File: src/rtl/pwm_serializer.sv
// PWM audio serializer: holds each clip sample for REPEAT PWM periods and
// pulses one_done to fetch the next sample from the play controller.
module pwm_serializer #(
  parameter int SAMPLE_W = 16,
  parameter int PWM_W    = 8,
  parameter int REPEAT   = 8
) (
  input  logic                clock_i,
  input  logic                Reset,
  input  logic                S_enable,
  input  logic [SAMPLE_W-1:0] sample_i,
  output logic                pwm_o,
  output logic                audio_sd_o,
  output logic                one_done,
  output logic                busy_o
);

  typedef enum logic [1:0] {IDLE, PRIME, RUN} state_t;

  localparam int RW = (REPEAT > 1) ? $clog2(REPEAT) : 1;
  localparam logic [PWM_W-1:0] PWM_MAX = '1;
  localparam logic [RW-1:0]    REP_MAX = RW'(REPEAT - 1);

  state_t           state;
  logic             prime_cnt;
  logic             load_pend;
  logic [PWM_W-1:0] pwm_cnt;
  logic [PWM_W-1:0] duty;
  logic [RW-1:0]    rep_cnt;
  logic [PWM_W-1:0] sample_top;

  assign sample_top = sample_i[SAMPLE_W-1 -: PWM_W];

  // Only the top PWM_W bits of the sample drive the duty cycle.
  generate
    if (SAMPLE_W > PWM_W) begin : g_low
      logic unused_low;
      assign unused_low = ^sample_i[SAMPLE_W-PWM_W-1:0];
    end
  endgenerate

  always_ff @(posedge clock_i or posedge Reset) begin
    if (Reset) begin
      state      <= IDLE;
      prime_cnt  <= 1'b0;
      load_pend  <= 1'b0;
      pwm_cnt    <= '0;
      rep_cnt    <= '0;
      duty       <= '0;
      pwm_o      <= 1'b0;
      audio_sd_o <= 1'b0;
      one_done   <= 1'b0;
      busy_o     <= 1'b0;
    end else if (!S_enable) begin
      // Dropping enable abandons the current sample without requesting another.
      state      <= IDLE;
      prime_cnt  <= 1'b0;
      load_pend  <= 1'b0;
      pwm_cnt    <= '0;
      rep_cnt    <= '0;
      duty       <= '0;
      pwm_o      <= 1'b0;
      audio_sd_o <= 1'b0;
      one_done   <= 1'b0;
      busy_o     <= 1'b0;
    end else begin
      // one_done trails each duty load by one clock, straight from a flop.
      one_done  <= load_pend;
      load_pend <= 1'b0;
      case (state)
        IDLE: begin
          state      <= PRIME;
          prime_cnt  <= 1'b0;
          busy_o     <= 1'b1;
          audio_sd_o <= 1'b1;
          pwm_o      <= 1'b0;
        end
        PRIME: begin
          // Two clocks here let the clip memory present the first sample.
          if (!prime_cnt) begin
            prime_cnt <= 1'b1;
          end else begin
            duty      <= sample_top;
            load_pend <= 1'b1;
            pwm_cnt   <= '0;
            rep_cnt   <= '0;
            state     <= RUN;
          end
        end
        RUN: begin
          pwm_o   <= (pwm_cnt < duty);
          pwm_cnt <= pwm_cnt + 1'b1;
          if (pwm_cnt == PWM_MAX) begin
            if (rep_cnt == REP_MAX) begin
              rep_cnt   <= '0;
              duty      <= sample_top;
              load_pend <= 1'b1;
            end else begin
              rep_cnt <= rep_cnt + 1'b1;
            end
          end
        end
        default: state <= IDLE;
      endcase
    end
  end

endmodule

File: config.mk
export PLATFORM = sky130hd
export DESIGN_NAME = pwm_serializer
export DESIGN_NICKNAME = d
export VERILOG_FILES = /design/src/rtl/pwm_serializer.sv
export SDC_FILE = /design/constraint.sdc
export NUM_CORES = 1
export LEC_CHECK = 0
export ABC_AREA = 1
export BUFFER_PORTS_ARGS = -buffer_cell sky130_fd_sc_hd__buf_4
export CAP_MARGIN = 20
export CORE_UTILIZATION = 40
export DETAILED_ROUTE_END_ITERATION = 10
export GPL_TIMING_DRIVEN = 0
export SLEW_MARGIN = 20
export SYNTH_ARGS = -nofsm -noshare
export SYNTH_HDL_FRONTEND = slang
export SYNTH_SLANG_ARGS = --single-unit
File: constraint.sdc
create_clock -name clock_i -period 3.6 [get_ports clock_i]
set_clock_uncertainty 0.2 [all_clocks]
set_input_delay 0.36 -clock clock_i [delete_from_list [all_inputs] [get_ports clock_i]]
set_output_delay 0.36 -clock clock_i [all_outputs]
set_load 0.1 [all_outputs]
Word level (Yosys, flattened, before mapping)
Cells that the tools add are included.
{"block": "totals", "reg_bits": 26, "latch_bits": 0, "ramBits": 0, "rom_bits": 0, "input_bits": 19, "output_inout_bits": 4, "wordCells": 57, "memories": 0}
{"block": "classes", "n_addsub": 2, "n_mul": 0, "div": 0, "order_cmp": 1, "n_eq_ne": 12, "shifts": 0, "n_mux": 28, "bitwise": 0, "reduce_logical": 5}
{"op": "two-way mux 8 bit", "n": 6}
{"op": "case mux 8 bit (2 select lines)", "n": 2}
{"op": "two-way mux 3 bit", "n": 4}
{"op": "two-way mux 1 bit", "n": 9}
{"op": "inequality test 3 x 1 -> 1 bit, second input constant", "n": 3}
{"op": "inequality test 3 bit, second input constant", "n": 3}
{"op": "adder 8 x 1 -> 8 bit, second input constant", "n": 1}
{"op": "== test 8 bit, second input constant", "n": 1}
{"op": "less-than comparator 8 bit", "n": 1}
{"op": "case mux 1 bit (2 select lines)", "n": 3}
{"op": "case mux 2 bit (3 select lines)", "n": 1}
{"op": "case mux 3 bit (2 select lines)", "n": 1}
{"op": "two-way mux 2 bit", "n": 2}
{"op": "AND reduction 2 bit", "n": 2}
{"op": "AND reduction 4 bit", "n": 1}
{"op": "adder 3 x 1 -> 3 bit, second input constant", "n": 1}
{"op": "== test 3 bit, second input constant", "n": 1}
{"op": "AND reduction 3 bit", "n": 1}
{"op": "== test 2 x 1 -> 1 bit, second input constant", "n": 1}
{"op": "== test 2 bit, second input constant", "n": 1}
{"op": "zero test 2 bit", "n": 1}
{"op": "inequality test 2 x 1 -> 1 bit, second input constant", "n": 1}
{"op": "inequality test 2 bit, second input constant", "n": 1}

Depth between registers and ports, before layout
Gate-level depths: netlist of run 1.
{"block": "logic_depth", "depth_word": 5, "depth_mapped": 10, "depth_no_buf": 10}

Worst setup path after synthesis of run 1
No wires, ideal clock.
{"block": "synth_timing", "kind": "reg-to-output", "start": "reg busy_o", "end": "out busy_o", "t_arrival_ns": 1.340, "required_time_ns": 3.040, "slack_ns": 1.700, "stages_incl_launch_ff": 2, "path_buffers": 1, "path_cell_list": "dfrtp_1 buf_4"}
{"element": "from (decl)", "line_no": "15", "text": "output logic busy_o"}
{"element": "from (signal assigned)", "line_no": "53", "text": "busy_o <= 1'b0;"}
{"element": "from (signal assigned)", "line_no": "65", "text": "busy_o <= 1'b0;"}
{"element": "from (signal assigned)", "line_no": "74", "text": "busy_o <= 1'b1;"}
No word-level cell between the ends.

Final worst setup path of run 1
{"block": "layout_timing", "start": "reg state[0]", "end": "reg duty[6]"}
{"block": "layout_via", "elab_chain_cells": 3, "elab_cells_between_ends": 9, "classes_between": "eq/ne (6); mux (2); reduce/logical (1)"}
{"element": "from (decl)", "line_no": "24", "text": "state_t state;"}
{"element": "from (signal assigned)", "line_no": "44", "text": "state <= IDLE;"}
{"element": "from (signal assigned)", "line_no": "56", "text": "state <= IDLE;"}
{"element": "from (signal assigned)", "line_no": "72", "text": "state <= PRIME;"}
{"element": "== test 2 bit / == test 2 x 1 -> 1 bit (equally long branches)", "line_no": "70", "text": "case (state)"}
{"element": "inequality test 3 bit (no line) (tied with other cells)"}
{"element": "AND reduction 4 bit (no line) / two-way mux 8 bit (equally long branches)"}
{"element": "to (signal assigned)", "line_no": "83", "text": "duty <= sample_top;"}
{"element": "to (signal assigned)", "line_no": "96", "text": "duty <= sample_top;"}
{"element": "to (decl)", "line_no": "28", "text": "logic [PWM_W-1:0] duty;"}
Several ways; a longest one is shown, not always the timed one.
A chain may end at the register's enable or synchronous reset.

==> results of run 1 <==
[registers in the layout, indices dropped and copies added, names as in the netlist]
signal and flops:
busy_o 1, duty 8, load_pend 1, one_done 1, prime_cnt 1, pwm_cnt 8, pwm_o 1, rep_cnt 3
state 2
[logic make-up (layout without fill, tap and decap cells)]
kind of cell / Yosys count / count (layout) / share of synthesized area [%]
flip-flops: 26 / 26 / 42.0
buffers and inverters: 29 / 48 / 8.31
AND/OR/NAND/NOR: 101 / 101 / 28.1
XOR/XNOR: 1 / 1 / 0.565
AO/OA/AOI/OAI: 25 / 25 / 10.6
adder cells (fa/ha/maj): 13 / 13 / 10.5
[area by class of cell]
type	count	area, sq um
plain buffers	4	33.8
clock buffers	4	55.1
fillers	373	1910
inverters	25	95.1
multi-input cells	140	771
flip-flops and latches	26	651
well taps	48	60.1
repair buffers	15	115
[worst reg2reg max path: cells and delay by family (launching register included)]
| kind | cells | cell delay, ns |
|---|---|---|
| AOI/OAI and AO/OA | 1 | 0.05 |
| adders and majority gates | 1 | 0.26 |
| buffers and inverters | 3 | 0.37 |
| DFF | 1 | 0.43 |
| and+or+nand+nor | 5 | 0.58 |
[layout by cell type (no fill, tap or decap), drive strengths merged, types with 4 or more instances in the layout]
cell type  synthesis  routed
a21oi              6       6
buf                3      17
clkbuf             1       5
dfrtp             26      26
ha                13      13
inv               24      24
nand2             69      69
nand3              8       8
nand4              4       4
nor2              19      19
o21ai             15      15
[timing repair]
item                                    CTS  global route
resized for setup                         0             0
hold endpoints to repair                  0            26
hold buffers                              0             1
endpoints found under the setup margin    0             0
[worst min path at each step]
stage / to / slack (ns) / cells past startpoint
6_report: prime_cnt$_DFFE_PP0P_ / 0.14 / 3
5_1_grt: duty[3]$_DFFE_PP0P_ / 0.14 / 3
4_1_cts: prime_cnt$_DFFE_PP0P_ / 0.14 / 3
3_5_place_dp: one_done$_DFF_PP0_ / 0.23 / 2
3_3_place_gp: one_done$_DFF_PP0_ / 0.23 / 2
2_1_floorplan: busy_o$_DFFE_PP0P_ / 0.20 / 1
[per-layer routing]
layer	track usage, %	vias to the layer above	part of all wire, %
li1	-	654	-
met1	21.9	554	51
met2	26.1	11	46
met3	2.14	4	1.3
met4	6.67	0	1.3
met5	0	-	0
[power breakdown]
group	switching (mW)	internal (mW)
clock network	0.0958	0.0979
logic	0.226	0.111
registers	0.0269	0.334
[per-stage QoR]
step                      cell area, sq um  hold WS (ns)
after floorplan                       1550         0.200
after global placement                1720         0.235
after detailed placement              1720         0.233
after CTS                             1770         0.141
after global routing                  1780         0.136
final                                 1780         0.144
==> flow_metrics.env, run 1 <==
export IMPL_drtIter0Drc=30
export IMPL_synth_top_area_share_pct=42.0
export IMPL_num_rows=22
export IMPL_clkTransAtPathRegs_ns=0.09
export IMPL_tritoncts="done"
export IMPL_critPathTopFamily="simple AND/OR/NAND/NOR gates"
export IMPL_crit_start="state[0]$_DFFE_PP0P_"
export IMPL_cp_depth=10
export IMPL_ys_seq_elements=26
export IMPL_detailed_place_hpwl_um=2220
export IMPL_cp_endpoint="duty[6]$_DFFE_PP0P_"
export IMPL_ys_async_sr_fraction_pct=100
export IMPL_gr_total_overflow=0
export IMPL_io_buffers=14
export IMPL_ys_seq_area_share_pct=42.0
export IMPL_fmax_mhz=500
export IMPL_crit_chain="inv_1 -> ha_1 -> inv_2 -> nand2_2 -> nor2_2 -> nor2_4 -> nand3_4 -> buf_6 -> nand2_1 -> o21ai_2"
export IMPL_drv_cap=0
export IMPL_clk_latency_ns=0.27
export IMPL_synth_nets=227
export IMPL_synth_edf_count=0
export IMPL_status="complete, no violations"
export IMPL_drv_slew=0
export IMPL_maxSlewHeadroom_pct=63.3
export IMPL_cts_max_level=1
export IMPL_worst_pin_slew_ns=0.549
export IMPL_ys_flop_type="dfrtp_1"
export IMPL_dp_cells=257
export IMPL_cp_end_kind="flop"
export IMPL_post_cts_buffers=0
export IMPL_die_area_sq_um=4130
export IMPL_antenna_found_initial=0
export IMPL_grtUsageTotal_pct=16.2
export IMPL_grt_start_max_net_pins=27
export IMPL_wl_per_cell_um=11.4
export IMPL_peakVddDrop_mv=0.372
export IMPL_yosysUniqueCellTypes=25
export IMPL_yosys_warnings=0
export IMPL_insertedDiodeCount=0
export IMPL_area_growth_synth_to_final_pct=14.9
export IMPL_r2r_end="duty[6]$_DFFE_PP0P_"
export IMPL_cts_root_buf="clkbuf_8"
export IMPL_drc_errors=0
export IMPL_coreArea_sq_um=3690
export IMPL_start_util_pct=42.0
export IMPL_place_congestion=0.813
export IMPL_critical_path_class="reg -> reg"
export IMPL_pre_cts_ws_ns=1.61
export IMPL_avgViaCountPerCell=4.67
export IMPL_cts_sinks=26
export IMPL_regToRegSetupSlack_ns=1.60
export IMPL_hold_violations=0
export IMPL_numCtsBuffers=3
export IMPL_reg2reg_from="state[0]$_DFFE_PP0P_"
export IMPL_routed_wl_um=3000
export IMPL_setup_viol=0
export IMPL_cp_start_kind="flop"
export IMPL_die_h_um=64.3
export IMPL_p_leak_nw=0.902
export IMPL_clock_path_buffers=2
export IMPL_synth_top_cells_by_area="dfrtp_1 (42%), nand2_1 (16%), ha_1 (10%), inv_1 (5.6%), o21ai_2 (4.5%)"
export IMPL_arrival_ns=1.97
export IMPL_yosysMostFrequentCell="nand2_1"
export IMPL_path_max_fanout=10
export IMPL_ioPinCount=23
export IMPL_fin_util_pct=48.3
export IMPL_finalWorstSetupSlack_ns=1.60
export IMPL_critPathSlowestCell="dfrtp_1"
export IMPL_postSynthCellCount=195
export IMPL_grt_pass1_vias=1106
export IMPL_post_route_min_period_ns=2.00
export IMPL_fp_dieW_um=64.3
export IMPL_p_total_mw=0.892
export IMPL_crit_required_ns=3.57
export IMPL_holdCritStartpoint="S_enable"
export IMPL_slowest_delay_ns=0.43
export IMPL_synthesis_area_sq_um=1550
export IMPL_yosysTopAreaCell="dfrtp_1"
export IMPL_rsz0062_at_grt="false"
export IMPL_rr_worst_depth=10
export IMPL_finalNetCount=247
export IMPL_syn_area_per_cell_sq_um=7.95
export IMPL_synth_common_cells="nand2_1 (66), dfrtp_1 (26), inv_1 (23), nor2_1 (16), ha_1 (13)"
export IMPL_power_density_nw_per_um2=501
export IMPL_tns_ns=0
export IMPL_fin_crit_sh_pct=55.5
export IMPL_ant_nets=0
export IMPL_grt_pass1_wl_um=5030
export IMPL_dr_total_vias=1223
export IMPL_hp_class="in -> reg"
export IMPL_final_cells=262
export IMPL_drtPass1Iterations=3
export IMPL_layout_drive_gt1_share_pct=18.2
export IMPL_critPathBufInv=3
Note: power is estimated with default switching activity, not from simulation.
==> run 2: changes to the inputs <==
- clock period: 3.6 -> 1.9 ns (I/O delays scaled with it)
==> run 2 against run 1 <==
Hold slack gained 0.10 ns. Largest cell class unchanged. Sequential power grew 90%. Utilization grew 4.1 points. Flip-flop and latch count is the same. First-iteration DRC count grew 20%. Register-to-register slack lost 1.5 ns. Critical path depth is the same. Sequential share of layout area shrank 2.8 points. Count of clock-buffer cells in the layout is the same. Clock power grew 91%.
==> flow_metrics.env, run 2 (same netlist as run 1, synthesis figures left out) <==
export IMPL_reg2reg_from="state[0]$_DFFE_PP0P_"
export IMPL_rsz0062_at_grt="false"
export IMPL_cts_max_level=1
export IMPL_cts_root_buf="clkbuf_8"
export IMPL_placed_area_sq_um=1720
export IMPL_fin_area_sq_um=1930
export IMPL_num_rows=22
export IMPL_crit_required_ns=1.87
export IMPL_antenna_found_initial=0
export IMPL_drtPass1Iterations=4
export IMPL_post_route_min_period_ns=1.80
export IMPL_holdPathStages=2
export IMPL_rr_worst_depth=10
export IMPL_fmax_mhz=555
export IMPL_final_cell_mix="nand2_1 (65), dfrtp_1 (26), inv_1 (21)"
export IMPL_coreArea_sq_um=3690
export IMPL_drv_cap=0
export IMPL_grt_start_max_net_pins=27
export IMPL_ant_nets=0
export IMPL_crit_chain="dlygate4sd3_1 -> buf_4 -> buf_6 -> nand2_2 -> clkinv_2 -> nand2_2 -> nand3_4 -> buf_6 -> nand2_1 -> o21ai_2"
export IMPL_grt_pass1_vias=1166
export IMPL_slowest_delay_ns=0.54
export IMPL_fin_crit_sh_pct=94.9
export IMPL_drc_errors=0
export IMPL_cts_sinks=26
export IMPL_status="complete, no violations"
export IMPL_detailed_place_hpwl_um=2220
export IMPL_finalNetCount=261
export IMPL_ioPinCount=23
export IMPL_fillCellCount=366
export IMPL_p_leak_nw=0.962
export IMPL_arrival_ns=1.78
export IMPL_dr_total_vias=1274
export IMPL_r2r_end="duty[6]$_DFFE_PP0P_"
export IMPL_final_common_cell="nand2_1"
export IMPL_tns_ns=0
export IMPL_critPathSlowestCell="dlygate4sd3_1"
export IMPL_die_h_um=64.3
export IMPL_routed_wl_um=3180
export IMPL_clk_latency_ns=0.27
export IMPL_drtIter0Drc=36
export IMPL_holdCritStartpoint="load_pend$_DFF_PP0_"
export IMPL_peakVddDrop_mv=0.669
export IMPL_cp_end_kind="flop"
export IMPL_path_max_fanout=10
export IMPL_regToRegSetupSlack_ns=0.15
export IMPL_hold_violations=0
export IMPL_cp_start_kind="primary input"
export IMPL_start_util_pct=42.0
export IMPL_grt_pass1_wl_um=5220
export IMPL_tritoncts="done"
export IMPL_wl_per_cell_um=11.5
export IMPL_maxSlewHeadroom_pct=63.8
export IMPL_avgViaCountPerCell=4.62
export IMPL_critical_path_class="in -> reg"
export IMPL_numCtsBuffers=3
export IMPL_fp_dieW_um=64.3
export IMPL_drv_slew=0
export IMPL_die_area_sq_um=4130
export IMPL_worst_pin_slew_ns=0.543
export IMPL_place_congestion=0.813
export IMPL_clkTransAtPathRegs_ns=0.09
export IMPL_setup_viol=0
export IMPL_layout_drive_gt1_share_pct=21.9
export IMPL_reg_top3="duty (8), pwm_cnt (8), rep_cnt (3)"
export IMPL_clock_path_buffers=2
export IMPL_hold_end="one_done$_DFF_PP0_"
export IMPL_grtUsageTotal_pct=16.8
export IMPL_insertedDiodeCount=0
export IMPL_gr_total_overflow=0
export IMPL_hp_class="reg -> reg"
export IMPL_area_growth_synth_to_final_pct=24.5
export IMPL_power_density_nw_per_um2=923
export IMPL_io_buffers=14
run 2: cell count changes in the layout (fill, tap and decap cells not counted), sizes merged:
cell         before  now
buf              17   22
dlygate4sd3       1   10
run 2: worst max-delay path by stage:
stage                    startpoint                   to  slack (ns)  depth (start not counted)
2_1_floorplan    busy_o$_DFFE_PP0P_               busy_o        0.17                          1
3_3_place_gp   state[0]$_DFFE_PP0P_  duty[6]$_DFFE_PP0P_       -0.11                         10
3_5_place_dp   state[0]$_DFFE_PP0P_  duty[6]$_DFFE_PP0P_       -0.09                         10
4_1_cts        state[0]$_DFFE_PP0P_  duty[6]$_DFFE_PP0P_       0.002                          9
5_1_grt                    S_enable  duty[5]$_DFFE_PP0P_        0.01                         10
6_report                   S_enable  duty[6]$_DFFE_PP0P_         0.1                         10
run 2: report_power, final:
group          internal (mW)  switching (mW)  total, mW
combinational          0.274           0.451      0.725
sequential             0.633          0.0522      0.686
clock                  0.186           0.185      0.371
total                   1.09           0.688       1.78
run 2: metal layers:
metal / vias up / GRT usage [%] / wire length [um]
li1: 681 / - / -
met1: 575 / 22.3 / 1570
met2: 13 / 27.6 / 1500
met3: 5 / 2.14 / 55
met4: 0 / 6.67 / 49
met5: - / 0 / 0
run 2: through the flow:
| stage | hold WS [ns] | cells | setup WS (ns) | util [%] | power, mW |
|---|---|---|---|---|---|
| floorplan | 0.0300 | 195 | 0.170 | - | 1.19 |
| global placement | 0.235 | 257 | -0.112 | 46.5 | 1.33 |
| detailed placement | 0.233 | 257 | -0.0922 | 46.5 | 1.34 |
| CTS | 0.252 | 273 | 0.00159 | 51.2 | 1.74 |
| global route | 0.273 | 276 | 0.0147 | 52.3 | 1.91 |
| finish | 0.246 | 276 | 0.0970 | 52.3 | 1.78 |
run 2: cell type report:
type                            instances  area, sq um  area share (%)
Multi-Input combinational cell        140          793            41.1
Sequential cell                        26          651            33.7
Timing Repair Buffer                   29          243            12.6
Inverter                               25         95.1            4.93
Tap cell                               48         60.1            3.11
Clock buffer                            4         55.1            2.85
Buffer                                  4         33.8            1.75
run 2: what timing repair did:
action / CTS / global route
setup endpoints to repair: 8 / 11
gates resized for setup: 1 / 6
gates cloned: 0 / 0
pin swaps: 1 / 2
endpoints found under the hold margin: 35 / 0
hold buffers: 10 / 0
buffers inserted: 2 / 3
run 2: critical path: cells and delay by family:
| family | cells | cell delay (ns) |
|---|---|---|
| compound gates | 1 | 0.05 |
| simple gates | 4 | 0.40 |
| buf+inv | 5 | 1.12 |
==> run 3: changes to the inputs <==
- PLACE_DENSITY: unset -> 0.56
==> run 3 against run 2 <==
Utilization rose by 0.20 points. Sequential power is 0.9% lower. Register-to-register slack worse by 0.06 ns. First-iteration DRC count grew 25%. Combinational power is 4.4% higher. Count of clock-buffer cells in the layout fell by 1.
==> flow_metrics.env, run 3 (same netlist as run 1, synthesis figures left out) <==
export IMPL_fmax_mhz=554
export IMPL_regToRegSetupSlack_ns=0.09
export IMPL_maxSlewHeadroom_pct=65.4
export IMPL_p_sw_mw=0.680
export IMPL_critPathSlowestCell="dfrtp_1"
export IMPL_cts_sinks=26
export IMPL_coreArea_sq_um=3690
export IMPL_antenna_found_initial=0
export IMPL_cts_root_buf="clkbuf_8"
export IMPL_placed_area_sq_um=1720
export IMPL_peakVddDrop_mv=0.581
export IMPL_p_comb_share_pct=43.4
export IMPL_drc_errors=0
export IMPL_critPathTopFamily="simple AND/OR/NAND/NOR gates"
export IMPL_fp_dieW_um=64.3
export IMPL_drtPass1Iterations=4
export IMPL_die_h_um=64.3
export IMPL_drv_cap=0
export IMPL_final_common_cell="nand2_1"
export IMPL_ant_nets=0
export IMPL_numCtsBuffers=3
export IMPL_detailed_place_hpwl_um=2430
export IMPL_grtUsageTotal_pct=18.6
export IMPL_die_area_sq_um=4130
export IMPL_grt_pass1_wl_um=5970
export IMPL_power_frac_seq_pct=39.0
export IMPL_drtIter0Drc=45
export IMPL_grt_pass1_vias=1377
export IMPL_path_max_fanout=10
export IMPL_wl_per_cell_um=11.9
export IMPL_tns_ns=0
export IMPL_ioPinCount=23
export IMPL_start_util_pct=42.0
export IMPL_crit_chain="buf_4 -> ha_2 -> nand2_1 -> nor2_1 -> nor2_4 -> nand3_4 -> buf_6 -> nand2_1 -> o21ai_2"
export IMPL_crit_top_cell="nand2_1"
export IMPL_fillCellCount=359
export IMPL_wl_met2_um=1590
export IMPL_insertedDiodeCount=0
export IMPL_final_cell_mix="nand2_1 (66), dfrtp_1 (26), inv_1 (22)"
export IMPL_setup_viol=0
export IMPL_routedLengthMet1_um=1610
export IMPL_clock_path_buffers=2
export IMPL_layout_drive_gt1_share_pct=20.5
export IMPL_finalNetCount=263
export IMPL_cts_max_level=1
export IMPL_rr_worst_depth=9
export IMPL_area_growth_synth_to_final_pct=25.0
export IMPL_power_frac_clock_pct=17.6
export IMPL_avgViaCountPerCell=4.82
export IMPL_dr_total_vias=1335
export IMPL_drv_slew=0
export IMPL_worst_pin_slew_ns=0.519
export IMPL_cp_depth=9
export IMPL_hold_violations=0
export IMPL_dr_wl_met3_um=60
export IMPL_top_layer_used="met4"
export IMPL_fin_area_sq_um=1940
export IMPL_slowest_delay_ns=0.39
export IMPL_num_rows=22
export IMPL_routed_wl_um=3310
export IMPL_io_buffers=14
export IMPL_clkTransAtPathRegs_ns=0.09
export IMPL_crit_required_ns=1.87
export IMPL_critPathBufInv=2
export IMPL_place_congestion=0.819
export IMPL_reg_top3="duty (8), pwm_cnt (8), rep_cnt (3)"
export IMPL_clk_latency_ns=0.26
export IMPL_intPower_mw=1.06
export IMPL_tritoncts="done"
export IMPL_cp_end_kind="flop"
export IMPL_p_leak_nw=0.969
export IMPL_arrival_ns=1.77
export IMPL_grt_start_max_net_pins=27
export IMPL_gr_total_overflow=0
export IMPL_power_density_nw_per_um2=900
export IMPL_hp_class="in -> async"
export IMPL_fin_crit_sh_pct=95.0
export IMPL_crit_start="state[0]$_DFFE_PP0P_"
export IMPL_post_route_min_period_ns=1.81
export IMPL_cp_start_kind="flop"
export IMPL_reg2reg_from="state[0]$_DFFE_PP0P_"
export IMPL_critical_path_class="reg -> reg"
export IMPL_switching_share_pct=39.0
export IMPL_status="complete, no violations"
-- run 3: cell types whose count changed in the layout (fill, tap and decap cells not counted), sizes merged --
cell	change
buf	+2
clkbuf	-1
-- run 3: worst paths after layout --
path                                               end
worst min-delay path                one_done$_DFF_PP0_
min in group clock_i                one_done$_DFF_PP0_
worst max-delay path               duty[5]$_DFFE_PP0P_
worst max register to register     duty[5]$_DFFE_PP0P_
max in group asynchronous       pwm_cnt[7]$_DFFE_PP0P_
worst min register to register      one_done$_DFF_PP0_
-- run 3: routing by layer --
metal	track usage (%)	up-vias
li1	-	687
met1	23.9	623
met2	31.7	19
met3	2.50	6
met4	6.39	0
met5	0	-
-- run 3: layout make-up --
class,instances,area (sq um),share of cell area [%]
timing repair buffer,31,278,14.3
multi-input combinational,140,778,40.2
tap,48,60.1,3.10
buffer,4,33.8,1.74
clock buffer,3,41.3,2.13
sequential,26,651,33.6
inverter,25,96.3,4.97
-- run 3: metrics by stage --
stage	worst slack, ns	hold slack (ns)	cells	util (%)	total power [mW]
3_5_place_dp	-0.0980	0.226	257	46.5	1.35
4_1_cts	0.0279	0.253	274	51.2	1.73
5_1_grt	-0.000391	0.243	277	52.5	1.88
2_1_floorplan	0.170	0.0300	195	-	1.19
6_report	0.0949	0.227	277	52.5	1.74
3_3_place_gp	-0.0912	0.226	257	46.5	1.32
-- run 3: repair_timing --
action / 4_1_cts / 5_1_grt
hold buffers: 10 / 0
pin swaps: 1 / 2
setup buffers: 4 / 2
resized for setup: 0 / 4
hold endpoints to repair: 26 / 0
endpoints found under the setup margin: 8 / 12
-- run 3: power groups by stage --
stage | Clock [mW] | Combinational, mW | Sequential (mW)
final | 0.307 | 0.757 | 0.680
after global placement | 0 | 0.626 | 0.698
after detailed placement | 0 | 0.653 | 0.698
after global routing | 0.348 | 0.843 | 0.692
after floorplan | 0 | 0.451 | 0.742
after CTS | 0.327 | 0.723 | 0.680
-- run 3: tightest hold or removal path: stages --
cell           delay, ns
dlygate4sd3_1       0.54
buf_4               0.13
clkinv_1            0.24
